<file path="src/rtl/mfetch_const_pkg.sv">
// Shared types and constants for the MCONST instruction fetch stage.
package mfetch_const_pkg;

    localparam int WORD_W      = 32;
    localparam int INSTR_WORDS = 2;

    typedef enum logic [1:0] {
        ST_IDLE        = 2'd0,
        ST_FETCH_OP    = 2'd1,
        ST_FETCH_CONST = 2'd2,
        ST_WAIT_OUT    = 2'd3
    } state_t;

    function automatic logic is_fetch(input state_t st);
        return (st == ST_FETCH_OP) || (st == ST_FETCH_CONST);
    endfunction

endpackage

</file>
<file path="src/rtl/mfetch_outreg.sv">
// Output register holding {pc, op, const} for decode/execute.
// Load lands on the next edge; contents hold while valid and not ready; flush clears valid.
module mfetch_outreg
    import mfetch_const_pkg::*;
#(
    parameter int unsigned ADDR_WIDTH = 16
) (
    input  logic                  i_clk,
    input  logic                  i_reset,
    input  logic                  i_load,
    input  logic                  i_flush,
    input  logic                  i_ready,
    input  logic [ADDR_WIDTH-1:0] i_pc,
    input  logic [WORD_W-1:0]     i_op,
    input  logic [WORD_W-1:0]     i_const,
    output logic                  o_valid,
    output logic [ADDR_WIDTH-1:0] o_pc,
    output logic [WORD_W-1:0]     o_op,
    output logic [WORD_W-1:0]     o_const
);

    logic                  r_valid;
    logic [ADDR_WIDTH-1:0] r_pc;
    logic [WORD_W-1:0]     r_op;
    logic [WORD_W-1:0]     r_const;

    always_ff @(posedge i_clk or posedge i_reset) begin
        if (i_reset) begin
            r_valid <= 1'b0;
            r_pc    <= '0;
            r_op    <= '0;
            r_const <= '0;
        end else begin
            if (i_flush) begin
                r_valid <= 1'b0;
            end else if (i_load) begin
                r_valid <= 1'b1;
            end else if (r_valid && i_ready) begin
                r_valid <= 1'b0;
            end
            // The fetch FSM only loads when the register is empty or draining.
            if (i_load && !i_flush) begin
                r_pc    <= i_pc;
                r_op    <= i_op;
                r_const <= i_const;
            end
        end
    end

    assign o_valid = r_valid;
    assign o_pc    = r_pc;
    assign o_op    = r_op;
    assign o_const = r_const;

endmodule

</file>
<file path="src/rtl/mfetch_const.sv">
// Two-word instruction fetch (opcode + 32-bit constant) feeding MCONST, with jump/flush.
// 2 cycles plus memory wait states to out_valid; stalls in WAIT_OUT with mem_req low under backpressure.
module mfetch_const
    import mfetch_const_pkg::*;
#(
    parameter int unsigned           ADDR_WIDTH = 16,
    parameter logic [ADDR_WIDTH-1:0] RESET_PC   = '0
) (
    input  logic                  i_clk,
    input  logic                  i_reset,
    input  logic                  i_run,
    output logic                  o_mem_req,
    output logic [ADDR_WIDTH-1:0] o_mem_addr,
    input  logic                  i_mem_ack,
    input  logic [WORD_W-1:0]     i_mem_rdata,
    input  logic                  i_jump_valid,
    input  logic [ADDR_WIDTH-1:0] i_jump_addr,
    output logic                  o_out_valid,
    input  logic                  i_out_ready,
    output logic [ADDR_WIDTH-1:0] o_out_pc,
    output logic [WORD_W-1:0]     o_out_op,
    output logic [WORD_W-1:0]     o_out_const,
    output logic                  o_busy
);

    localparam logic [ADDR_WIDTH-1:0] C_ONE  = ADDR_WIDTH'(1);
    localparam logic [ADDR_WIDTH-1:0] C_STEP = ADDR_WIDTH'(INSTR_WORDS);

    state_t                r_state;
    logic [ADDR_WIDTH-1:0] r_pc;
    logic [ADDR_WIDTH-1:0] r_addr;
    logic                  r_flush;
    logic [WORD_W-1:0]     r_op;
    logic [WORD_W-1:0]     r_const;

    state_t                w_state_nxt;
    logic [ADDR_WIDTH-1:0] w_pc_nxt;
    logic [ADDR_WIDTH-1:0] w_addr_nxt;
    logic                  w_flush_nxt;
    logic [WORD_W-1:0]     w_op_nxt;
    logic [WORD_W-1:0]     w_const_nxt;
    logic [WORD_W-1:0]     w_ld_const;
    logic                  w_req;
    logic                  w_ack;
    logic                  w_drain;
    logic                  w_load;
    logic                  w_out_flush;
    logic                  w_out_valid;
    logic [ADDR_WIDTH-1:0] w_jpc;
    logic [ADDR_WIDTH-1:0] w_pc_step;
    state_t                w_resume;

    always_ff @(posedge i_clk or posedge i_reset) begin
        if (i_reset) begin
            r_state <= ST_IDLE;
            r_pc    <= RESET_PC;
            r_addr  <= RESET_PC;
            r_flush <= 1'b0;
            r_op    <= '0;
            r_const <= '0;
        end else begin
            r_state <= w_state_nxt;
            r_pc    <= w_pc_nxt;
            r_addr  <= w_addr_nxt;
            r_flush <= w_flush_nxt;
            r_op    <= w_op_nxt;
            r_const <= w_const_nxt;
        end
    end

    always_comb begin
        w_state_nxt = r_state;
        w_pc_nxt    = r_pc;
        w_addr_nxt  = r_addr;
        w_flush_nxt = r_flush;
        w_op_nxt    = r_op;
        w_const_nxt = r_const;
        w_ld_const  = r_const;
        w_load      = 1'b0;
        w_out_flush = 1'b0;
        w_req       = is_fetch(r_state);
        w_ack       = w_req && i_mem_ack;
        w_drain     = w_out_valid && i_out_ready;
        w_jpc       = i_jump_addr & ~C_ONE;
        w_pc_step   = r_pc + C_STEP;
        w_resume    = i_run ? ST_FETCH_OP : ST_IDLE;

        if (i_jump_valid) begin
            w_pc_nxt    = w_jpc;
            w_out_flush = 1'b1;
            // An unacked request cannot be withdrawn: hold it and drop its data later.
            if (w_req && !i_mem_ack) begin
                w_flush_nxt = 1'b1;
            end else begin
                w_flush_nxt = 1'b0;
                w_state_nxt = w_resume;
                w_addr_nxt  = w_jpc;
            end
        end else if (r_flush) begin
            if (w_ack) begin
                w_flush_nxt = 1'b0;
                w_state_nxt = w_resume;
                w_addr_nxt  = r_pc;
            end
        end else begin
            unique case (r_state)
                ST_IDLE: begin
                    if (i_run) begin
                        w_state_nxt = ST_FETCH_OP;
                        w_addr_nxt  = r_pc;
                    end
                end
                ST_FETCH_OP: begin
                    if (w_ack) begin
                        w_op_nxt    = i_mem_rdata;
                        w_state_nxt = ST_FETCH_CONST;
                        w_addr_nxt  = r_pc + C_ONE;
                    end
                end
                ST_FETCH_CONST: begin
                    if (w_ack) begin
                        w_const_nxt = i_mem_rdata;
                        w_ld_const  = i_mem_rdata;
                        if (!w_out_valid || w_drain) begin
                            w_load      = 1'b1;
                            w_pc_nxt    = w_pc_step;
                            w_addr_nxt  = w_pc_step;
                            w_state_nxt = w_resume;
                        end else begin
                            w_state_nxt = ST_WAIT_OUT;
                        end
                    end
                end
                ST_WAIT_OUT: begin
                    if (w_drain) begin
                        w_load      = 1'b1;
                        w_pc_nxt    = w_pc_step;
                        w_addr_nxt  = w_pc_step;
                        w_state_nxt = w_resume;
                    end
                end
                default: begin
                    w_state_nxt = ST_IDLE;
                end
            endcase
        end
    end

    mfetch_outreg #(
        .ADDR_WIDTH(ADDR_WIDTH)
    ) u_outreg (
        .i_clk   (i_clk),
        .i_reset (i_reset),
        .i_load  (w_load),
        .i_flush (w_out_flush),
        .i_ready (i_out_ready),
        .i_pc    (r_pc),
        .i_op    (r_op),
        .i_const (w_ld_const),
        .o_valid (w_out_valid),
        .o_pc    (o_out_pc),
        .o_op    (o_out_op),
        .o_const (o_out_const)
    );

    assign o_mem_req   = w_req;
    assign o_mem_addr  = r_addr;
    assign o_out_valid = w_out_valid;
    assign o_busy      = (r_state != ST_IDLE);

endmodule

</file>
<file path="config.mk">
export PLATFORM = sky130hd
export DESIGN_NAME = mfetch_const
export DESIGN_NICKNAME = d
export VERILOG_FILES = /design/src/rtl/mfetch_const_pkg.sv /design/src/rtl/mfetch_outreg.sv /design/src/rtl/mfetch_const.sv
export SDC_FILE = /design/constraint.sdc
export NUM_CORES = 1
export LEC_CHECK = 0
export ABC_CLOCK_PERIOD_IN_PS = 3800
export CORE_MARGIN = 5
export CORE_UTILIZATION = 32
export CTS_BUF_LIST = sky130_fd_sc_hd__clkbuf_8
export CTS_CLUSTER_SIZE = 8
export DETAILED_ROUTE_END_ITERATION = 10
export PLACE_DENSITY_LB_ADDON = 0.12
export SYNTH_ARGS = -nofsm -noshare
export SYNTH_HDL_FRONTEND = slang
export SYNTH_HIERARCHICAL = 1
export SYNTH_SLANG_ARGS = --single-unit
</file>
<file path="constraint.sdc">
create_clock -name i_clk -period 3.8 [get_ports i_clk]
set_clock_uncertainty 0.15 [all_clocks]
set_input_delay 0.38 -clock i_clk [delete_from_list [all_inputs] [get_ports i_clk]]
set_output_delay 0.38 -clock i_clk [all_outputs]
set_load 0.005 [all_outputs]
</file>
* Word-level counts from Yosys, hierarchy flattened
Index checks and enable logic that the tools add are counted.
** Storage, ports and cells
- Output and inout port bits :: 99
- Bits in latches :: 0
- Bits in writable memories :: 0
- ROM bits :: 0
- Register bits :: 180
- Memories :: 0
- Word-level logic and storage cells :: 86
** Operators by class
- Multiplexer cells :: 42
- Multipliers :: 0
- Bitwise logic cells :: 2
- Div/mod/pow operators :: 0
- Shift-type cells :: 0
- $add $sub $neg :: 2
- Equal/unequal tests :: 13
- Reduce and logical (&&, ||, !) cells :: 17
- Magnitude comparators :: 0
** Operators with widths (number)
- 16-bit two-way mux :: 11
- 32-bit two-way mux :: 4
- 16-bit one-hot mux with 4 select lines :: 1
- 16-bit one-hot mux with 2 select lines :: 1
- 2-bit two-way mux :: 9
- 16-bit by 1-bit adder with 16-bit output (second input constant) :: 1
- 16-bit by 2-bit adder with 16-bit output (second input constant) :: 1
- 1-bit two-way mux :: 14
- 3-bit inequality test (second input constant) :: 3
- 4-bit inequality test (second input constant) :: 2
- 2-bit one-hot mux with 4 select lines :: 1
- 7-bit AND reduction :: 1
- 3-bit by 2-bit inequality test with 1-bit output (second input constant) :: 2
- 6-bit AND reduction :: 1
- 3-bit nonzero test :: 2
- 5-bit AND reduction :: 1
- 2-bit == test (second input constant) :: 2
- 1-bit logical AND :: 4
- 2-bit inequality test (second input constant) :: 2
- 4-bit by 3-bit inequality test with 1-bit output (second input constant) :: 1
- 4-bit AND reduction :: 1
- 1-bit zero test :: 3
- 2-bit by 1-bit == test with 1-bit output (second input constant) :: 1
- 2-bit zero test :: 1
- 4 further kinds :: 6

* Longest topological paths before layout
Gate-level depths: netlist of the first run.
- Depth in word-level cells :: 9
- Depth in mapped cells :: 8

* Cells and area by module
The synthesis of the first run kept the hierarchy.
** Modules (own cells, without submodules)
- mfetch_const :: area an instance 4687.0 um^2, cells each 392, instances 1, seq. area each 2452.4 um^2
- mfetch_outreg :: area an instance 3440.8 um^2, cells each 175, instances 1, seq. area each 2026.9 um^2

* Worst setup path after synthesis of the first run
No wires, ideal clock.
- Kind :: register -> register
- Start :: reg r_state[0]
- End :: reg u_outreg.r_const[0], in the netlist u_outreg/o_const[0]
- Setup time :: 0.125 ns
- Slack :: 1.477 ns
- Cell stages (with the launch flop) :: 8
- Arrival :: 2.048 ns
- Data required time :: 3.525 ns
- Period minus slack after synthesis :: 2.323 ns
- Cells stage by stage :: dfrtp_1 -> inv_1 -> ha_1 -> nand3_1 -> nor2_1 -> buf_2 -> mux2_2 -> mux2_4
** On the way
- Cells in the longest elaborated chain, start to end :: 8
- Elaborated cells on any way between the ends :: 14
- Classes of those cells :: eq/ne (3); mux (8); reduce/logical (3)
** Ends and longest elaborated chain
- start, declared :: RTL line mfetch_const.sv:29 : state_t r_state;
- start signal, assigned :: RTL line mfetch_const.sv:62 : r_state <= w_state_nxt;
- 2-bit by 1-bit == test with 1-bit output or 2-bit == test (tied branches) :: RTL line mfetch_const_pkg.sv:15 : return (st == ST_FETCH_OP) || (st == ST_FETCH_CONST);
- 1-bit logical OR (*) :: RTL line mfetch_const_pkg.sv:15
- via o_mem_req :: RTL line mfetch_const.sv:12 : output logic o_mem_req,
- 1-bit logical AND (*) :: RTL line mfetch_const.sv:82 : w_ack = w_req && i_mem_ack;
- 1-bit two-way mux :: RTL line mfetch_const.sv:121 : if (w_ack) begin
- 1-bit one-hot mux with 2 select lines :: RTL line mfetch_const.sv:106 : unique case (r_state)
- 1-bit two-way mux :: RTL line mfetch_const.sv:99 : end else if (r_flush) begin
- 1-bit two-way mux :: RTL line mfetch_const.sv:88 : if (i_jump_valid) begin
- 1-bit logical AND :: RTL line mfetch_outreg.sv:42 : if (i_load && !i_flush) begin
- end signal, assigned :: RTL line mfetch_outreg.sv:45 : r_const <= i_const;
- end, declared :: RTL line mfetch_outreg.sv:25 : logic [WORD_W-1:0] r_const;
The timed path passes the listed nets; every way through them passes the cells marked *.
A chain may end at the register's enable or synchronous reset.

* Final worst setup path of the first run
- Start :: reg r_state[0]
- End :: reg u_outreg.r_op[0], in the netlist u_outreg/o_op[0]
** On the way
- Cells in the longest elaborated chain, start to end :: 8
- Elaborated cells on any way between the ends :: 10
- Classes of those cells :: eq/ne (3); mux (4); reduce/logical (3)
** Ends and longest elaborated chain
- 2-bit by 1-bit == test with 1-bit output or 2-bit == test (tied branches) :: RTL line mfetch_const_pkg.sv:15, mfetch_const.sv:106
- 1-bit logical OR :: RTL line mfetch_const_pkg.sv:15
- 1-bit logical AND :: RTL line mfetch_const.sv:82
- 1-bit two-way mux :: RTL line mfetch_const.sv:121
- 1-bit one-hot mux with 2 select lines (*) :: RTL line mfetch_const.sv:106
- 1-bit two-way mux (*) :: RTL line mfetch_const.sv:99
- 1-bit two-way mux (*) :: RTL line mfetch_const.sv:88
- via w_load :: RTL line mfetch_const.sv:46 : logic w_load;
- 1-bit logical AND (*) :: RTL line mfetch_outreg.sv:42
- end signal, assigned :: RTL line mfetch_outreg.sv:44 : r_op <= i_op;
- end, declared :: RTL line mfetch_outreg.sv:24 : logic [WORD_W-1:0] r_op;
Marked as above.

==> metrics.txt, run 1 <==
total of max-cap violations 0; Worst EP arrival 2.98 ns; clock tree from TritonCTS done; post-synthesis cell count 567; Cell variety after synth 57; count of TritonRoute iterations in the first routing pass 4; YS warnings 6; TritonCTS Sinks 179; share of layout cells above drive strength 1 0.277; GRT Overall Usage 0.139; average vias per placed instance 4.79; Clk pin slew, worst setup/hold paths 0.11 ns; area delta synth->final 26.2%; leakage dissipation 4.44 nW; number of global-route vias before repair 5517; via count of the routed design 5061; count of final hold-check violations 0; average cell area after synthesis 14.3 um2; weighted congestion reported at the end of routability-driven placement 0.807; highest-count cells in the layout ignoring fill and taps 179 x sky130_fd_sc_hd__dfrtp_1, 151 x sky130_fd_sc_hd__clkdlybuf4s50_1, 80 x sky130_fd_sc_hd__mux2_4; Main synth FF type sky130_fd_sc_hd__dfrtp_1; final setup vio count 0; FF-to-FF setup slack 1.00 ns; largest vdd supply drop 376 uV; actual slew at the worst max-slew pin 0.835 ns; unrepaired setup endpoints after global routing no; Layout Nets 775; die footprint 0.0287 mm2; hpwl dp 13200 um; maximum clock rate 358 MHz; endpoint class of the critical path register; floorplan die width 169 um; Setup TNS Final 0 ns; Cell Count, Final, Fillers Out 1056; critical path peak fanout 40; antenna violations before repair 0; fin. max-slew vios 0; largest net degree at the start of global routing 56; total wire length after detailed routing 19800 um; Inserted Clock Buffers 17; status complete, no violations; area of the mapped netlist 0.00813 mm2; length in cells of the worst reg-to-reg path 7; CORE AREA 0.0251 mm2; final routed DRC violation total 0; required time at the endpoint of the critical path 3.98 ns; Hold Path Class primary input to asynchronous set/reset pin; number of placed instances with taps included 1024; Period minus WS final 2.80 ns; row cnt 58; initial cell density of the core 0.324; total setup buffers inserted after CTS 0; root cell of the clock tree sky130_fd_sc_hd__clkbuf_8; worst rel slew slack 0.443; antenna violation net count after detailed routing 0; number of storage elements in the synthesis netlist 179; kind of critical path register to register; CTS H-tree lvls 4; number of diodes added for antenna fixing 0; Final period util 0.736; EDFF count, synth 0; Top Ports 153; detailed-route wire length per cell 18.8 um; hold buffer count at cts 0; reg-to-reg critical path endpoint u_outreg/o_op[0]; launching element type of the critical path register; Synth Net Count 629; PostCTS Resize Cnt 0; power per cell area 563 mW/mm2; global-route wire length before repair 31400 um; Reg-to-Reg Start r_state[0]; most common cell after layout, fill and taps aside sky130_fd_sc_hd__dfrtp_1; Port Buf Inserts 151; Bufs on Longest Clock Path 2; DRC violation total after the first TritonRoute iteration 233; Vert. Die Dim 169 um; FFs w/ async S/R, synth 1.00; final global-route overflow total 0; portion of the post-synthesis area used by sequential elements 0.551; later-pin clock latency in the skew report 0.47 ns
-- synth_stat cells (3+ instances only) --
cell / instances / area share
sky130_fd_sc_hd__clkbuf_1: 7 / 0.0032
sky130_fd_sc_hd__buf_2: 13 / 0.0080
sky130_fd_sc_hd__o211ai_1: 3 / 0.0028
sky130_fd_sc_hd__inv_1: 7 / 0.0032
sky130_fd_sc_hd__o31ai_1: 8 / 0.0074
sky130_fd_sc_hd__buf_6: 3 / 0.0042
sky130_fd_sc_hd__nor2b_1: 3 / 0.0023
sky130_fd_sc_hd__a211oi_1: 11 / 0.010
sky130_fd_sc_hd__o21ai_1: 9 / 0.0055
sky130_fd_sc_hd__o21ai_0: 8 / 0.0049
sky130_fd_sc_hd__mux2_2: 64 / 0.089
sky130_fd_sc_hd__buf_12: 9 / 0.022
sky130_fd_sc_hd__and2_1: 3 / 0.0023
sky130_fd_sc_hd__xnor2_1: 18 / 0.019
sky130_fd_sc_hd__a221oi_1: 7 / 0.0075
sky130_fd_sc_hd__a21oi_1: 13 / 0.0080
sky130_fd_sc_hd__ha_1: 8 / 0.012
sky130_fd_sc_hd__and3_1: 3 / 0.0023
sky130_fd_sc_hd__nand3_1: 4 / 0.0025
sky130_fd_sc_hd__nand4_1: 6 / 0.0046
sky130_fd_sc_hd__nor2_1: 21 / 0.0097
sky130_fd_sc_hd__nand2_1: 35 / 0.016
sky130_fd_sc_hd__a31oi_1: 3 / 0.0023
sky130_fd_sc_hd__dfrtp_1: 179 / 0.55
sky130_fd_sc_hd__mux2_4: 80 / 0.15
sky130_fd_sc_hd__a21o_1: 4 / 0.0037
-- area by class of cell --
cell class | instances | area (um2)
clock inverters | 13 | 129
inverters | 7 | 30.0
fillers | 2384 | 14900
multi-input cells | 348 | 3320
well taps | 330 | 413
repair buffers | 160 | 1630
flip-flops and latches | 179 | 4480
clock buffers | 19 | 262
-- worst max path at each step --
stage            startpoint                   to  slack, ns  cells past startpoint
2_1_floorplan       i_reset        o_mem_addr[0]       0.71                      1
3_3_place_gp   i_jump_valid  u_outreg/o_const[8]       0.81                      6
3_5_place_dp   i_jump_valid  u_outreg/o_const[8]       0.79                      6
4_1_cts          r_state[0]     u_outreg/o_op[0]       1.02                      7
5_1_grt          r_state[0]     u_outreg/o_op[0]       0.92                      7
6_report         r_state[0]     u_outreg/o_op[0]       1.00                      7
-- cells by family after synthesis --
| group | count (synthesis) | synth area share |
|---|---|---|
| multiplexers | 146 | 0.239 |
| flip-flops | 179 | 0.551 |
| XOR/XNOR | 19 | 0.0205 |
| adder cells (fa/ha/maj) | 8 | 0.0123 |
| other | 1 | 0.000461 |
| AO/OA/AOI/OAI | 83 | 0.0782 |
| buffers and inverters | 40 | 0.0417 |
| AND/OR/NAND/NOR | 91 | 0.0568 |
-- critical path, stage by stage (launching register included) --
cell	delay, ns
sky130_fd_sc_hd__dfrtp_1	0.46
sky130_fd_sc_hd__inv_1	0.12
sky130_fd_sc_hd__ha_1	0.38
sky130_fd_sc_hd__nand3_1	0.20
sky130_fd_sc_hd__a211oi_1	0.38
sky130_fd_sc_hd__nor2b_4	0.28
sky130_fd_sc_hd__buf_12	0.31
sky130_fd_sc_hd__mux2_4	0.34
-- stage by stage --
stage	power [mW]	setup slack [ns]	hold WS (ns)	util	area [um2]
floorplan	3.67	0.708	0.293	-	8130
global placement	4.47	0.808	0.308	0.393	9870
detailed placement	4.52	0.794	0.315	0.393	9870
CTS	5.88	1.02	0.238	0.409	10300
global route	6.14	0.923	0.272	0.409	10300
finish	5.78	1.00	0.235	0.409	10300
-- metal layers --
metal	GRT usage	up-vias	routed length, um
li1	-	2327	-
met1	0.189	2596	9330
met2	0.224	121	9330
met4	0.0417	0	263
met3	0.0303	17	892
met5	0	-	0
-- power breakdown --
group          internal, mW  leakage, nW  switching, mW
combinational          1.04         1.87          0.740
sequential             2.39         2.37          0.285
clock                 0.528        0.197          0.788
-- state kept, by name (all words and copies together), names as in the netlist, 2 cells and up --
signal and count:
o_mem_addr 16, u_outreg/o_pc 16, r_pc 15, r_const 32
r_op 32, r_state 2, u_outreg/o_const 32, u_outreg/o_op 32
No activity file was read; power rests on OpenSTA's default activity.
==> inputs of run 2 (changes only) <==
Settings changed: ABC_CLOCK_PERIOD_IN_PS 3800 to 2500.
Clock period 3.8 ns to 2.5 ns, I/O delays scaled along.
==> metrics.txt, run 2 (synthesis gave the netlist of run 1 again) <==
status complete, no violations; post-layout instance area 0.0107 mm2 (+4.1%); smallest setup slack after layout 0.145 ns (-0.858 ns); number of diodes added for antenna fixing 0 (unchanged); row cnt 58 (unchanged); TritonCTS Sinks 179 (unchanged); maximum single-stage delay on the critical path 0.37 ns (-0.09 ns); placement-stage worst setup slack 0.0268 ns (-0.767 ns); later-pin clock latency in the skew report 0.45 ns (-0.02 ns); largest net degree at the start of global routing 99 (+77%); share of layout cells above drive strength 1 0.308 (+0.0314); antenna violations before repair 0 (unchanged); via count of the routed design 5182 (+2.4%); maximum clock rate 425 MHz (+19%); total of max-cap violations 0 (unchanged); combinational group share of total power 0.326 (+0.017); instance area at placement 0.0102 mm2 (+3.2%); Top Ports 153 (unchanged); CTS H-tree lvls 4 (unchanged); fin. max-slew vios 0 (unchanged); kind of critical path register to register; floorplan die width 169 um (unchanged); required time at the endpoint of the critical path 2.69 ns (-1.29 ns); antenna violation net count after detailed routing 0 (unchanged); Hold Worst Slack 0.215 ns (-0.0201 ns); GRT Overall Usage 0.143 (+0.00385); crit path cell chain inv_1, ha_1, nand3_1, buf_4, nor2_4, buf_12, clkbuf_16, mux2_2, mux2_4; Inserted Clock Buffers 17 (unchanged); actual slew at the worst max-slew pin 0.575 ns (-0.261 ns); Sequential Area 0.00448 mm2 (unchanged); DRC violation total after the first TritonRoute iteration 184 (-21%); number of global-route vias before repair 5614 (+1.8%); power per cell area 839 mW/mm2 (+49%); filler instances 2356 (-1.2%); root cell of the clock tree sky130_fd_sc_hd__clkbuf_8; switching power as a share of total power 0.312 (-0.00230); largest vdd supply drop 335 uV (-11%); weighted congestion reported at the end of routability-driven placement 0.814 (+0.93%); Hold Path Class primary input to register; critical path peak fanout 8 (-80%); final routed DRC violation total 0 (unchanged); die footprint 0.0287 mm2 (unchanged); worst rel slew slack 0.617 (+0.174); highest-count cells in the layout ignoring fill and taps 179 x sky130_fd_sc_hd__dfrtp_1, 151 x sky130_fd_sc_hd__clkdlybuf4s50_1, 80 x sky130_fd_sc_hd__mux2_4; net switching power of the design 2.79 mW (+54%); area of the multi-input gates 0.00332 mm2 (+0.15%); final global-route overflow total 0 (unchanged); Setup TNS Final 0 ns (unchanged); hpwl dp 13800 um (+4.6%); Final period util 0.942 (+0.206); Worst EP arrival 2.54 ns (-0.44 ns); Vert. Die Dim 169 um (unchanged); Port Buf Inserts 151 (unchanged); CP max-delay cell sky130_fd_sc_hd__dfrtp_1; length in cells of the worst reg-to-reg path 9 (+2); number of instances on the worst hold path 3; average vias per placed instance 4.76 (-0.71%); final setup vio count 0 (unchanged); initial cell density of the core 0.324 (unchanged); most common cell after layout, fill and taps aside sky130_fd_sc_hd__dfrtp_1; count of TritonRoute iterations in the first routing pass 4 (unchanged); Period minus WS final 2.35 ns (-0.442 ns); Internal Power 6.17 mW (+56%); clock tree from TritonCTS done; share of power burned in the clock network 0.222 (-0.006); total wire length after detailed routing 20400 um (+2.8%); CORE AREA 0.0251 mm2 (unchanged); global-route wire length before repair 32400 um (+3.2%); area delta synth->final 31.5%; Layout Nets 808 (+4.3%); power share of the sequential group 0.452 (-0.011); Clk pin slew, worst setup/hold paths 0.11 ns (about the same); Bufs on Longest Clock Path 2 (unchanged); unrepaired setup endpoints after global routing no; detailed-route wire length per cell 18.7 um (-0.31%); endpoint class of the critical path register; launching element type of the critical path register; leakage dissipation 4.65 nW (+4.7%); count of final hold-check violations 0 (unchanged)
## run 2: cell types whose count changed in the layout (fill, tap and decap cells not counted), sizes merged
cell / previous run / this run
buf: 9 / 39
clkinv: 1 / 6
inv: 17 / 13
clkbuf: 19 / 20
dlygate4sd3: 0 / 1
## run 2: path summary, 6_finish.rpt
kind | startpoint | end | slack [ns]
max in group asynchronous | i_reset | r_const[16] | 0.99
setup / recovery | r_state[1] | u_outreg/o_const[9] | 0.15
hold reg to reg | o_mem_addr[5] | o_mem_addr[5] | 0.34
hold / removal | i_jump_addr[12] | r_pc[12] | 0.22
min in group asynchronous | i_reset | u_outreg/o_pc[5] | 0.52
setup reg to reg | r_state[1] | u_outreg/o_const[9] | 0.15
## run 2: metrics by stage
stage          power (mW)  std cells  utilization
2_1_floorplan        5.58        567            -
3_3_place_gp         6.98       1052        0.405
3_5_place_dp         7.06       1052        0.405
4_1_cts              9.11       1085        0.422
5_1_grt              9.55       1089        0.426
6_report             8.96       1089        0.426
## run 2: critical path, delay by kind of cell (launching register included)
family	cells	cell delay (ns)
adders and majority gates	1	0.31
buffers and inverters	4	0.57
DFF	1	0.37
muxes	2	0.61
and+or+nand+nor	2	0.23
## run 2: layer usage
metal / vias up / track usage / share of wire
li1: 2388 / - / -
met1: 2659 / 0.194 / 0.46
met2: 127 / 0.231 / 0.49
met3: 8 / 0.0319 / 0.044
met4: 0 / 0.0410 / 0.0067
met5: - / 0 / 0
## run 2: timing repair
item                       CTS  global route
hold buffers                 1             0
hold endpoints to repair    10             0
buffers inserted             0             1
setup endpoints to repair    0            81
gates resized for setup      0             2
## run 2: power groups by stage
stage / logic [mW] / clock network, mW / registers (mW)
after floorplan: 1.54 / 0 / 4.03
after global placement: 2.90 / 0 / 4.08
after detailed placement: 2.94 / 0 / 4.12
after CTS: 2.96 / 2.09 / 4.06
after global routing: 3.19 / 2.20 / 4.16
final: 2.92 / 1.99 / 4.05
## run 2: area by class of cell
cell class | instances | share of cell area
Clock inverter | 14 | 0.0146
Inverter | 7 | 0.00293
Timing Repair Buffer | 193 | 0.190
Tap cell | 330 | 0.0386
Sequential cell | 179 | 0.419
Clock buffer | 18 | 0.0232
Multi-Input combinational cell | 348 | 0.311
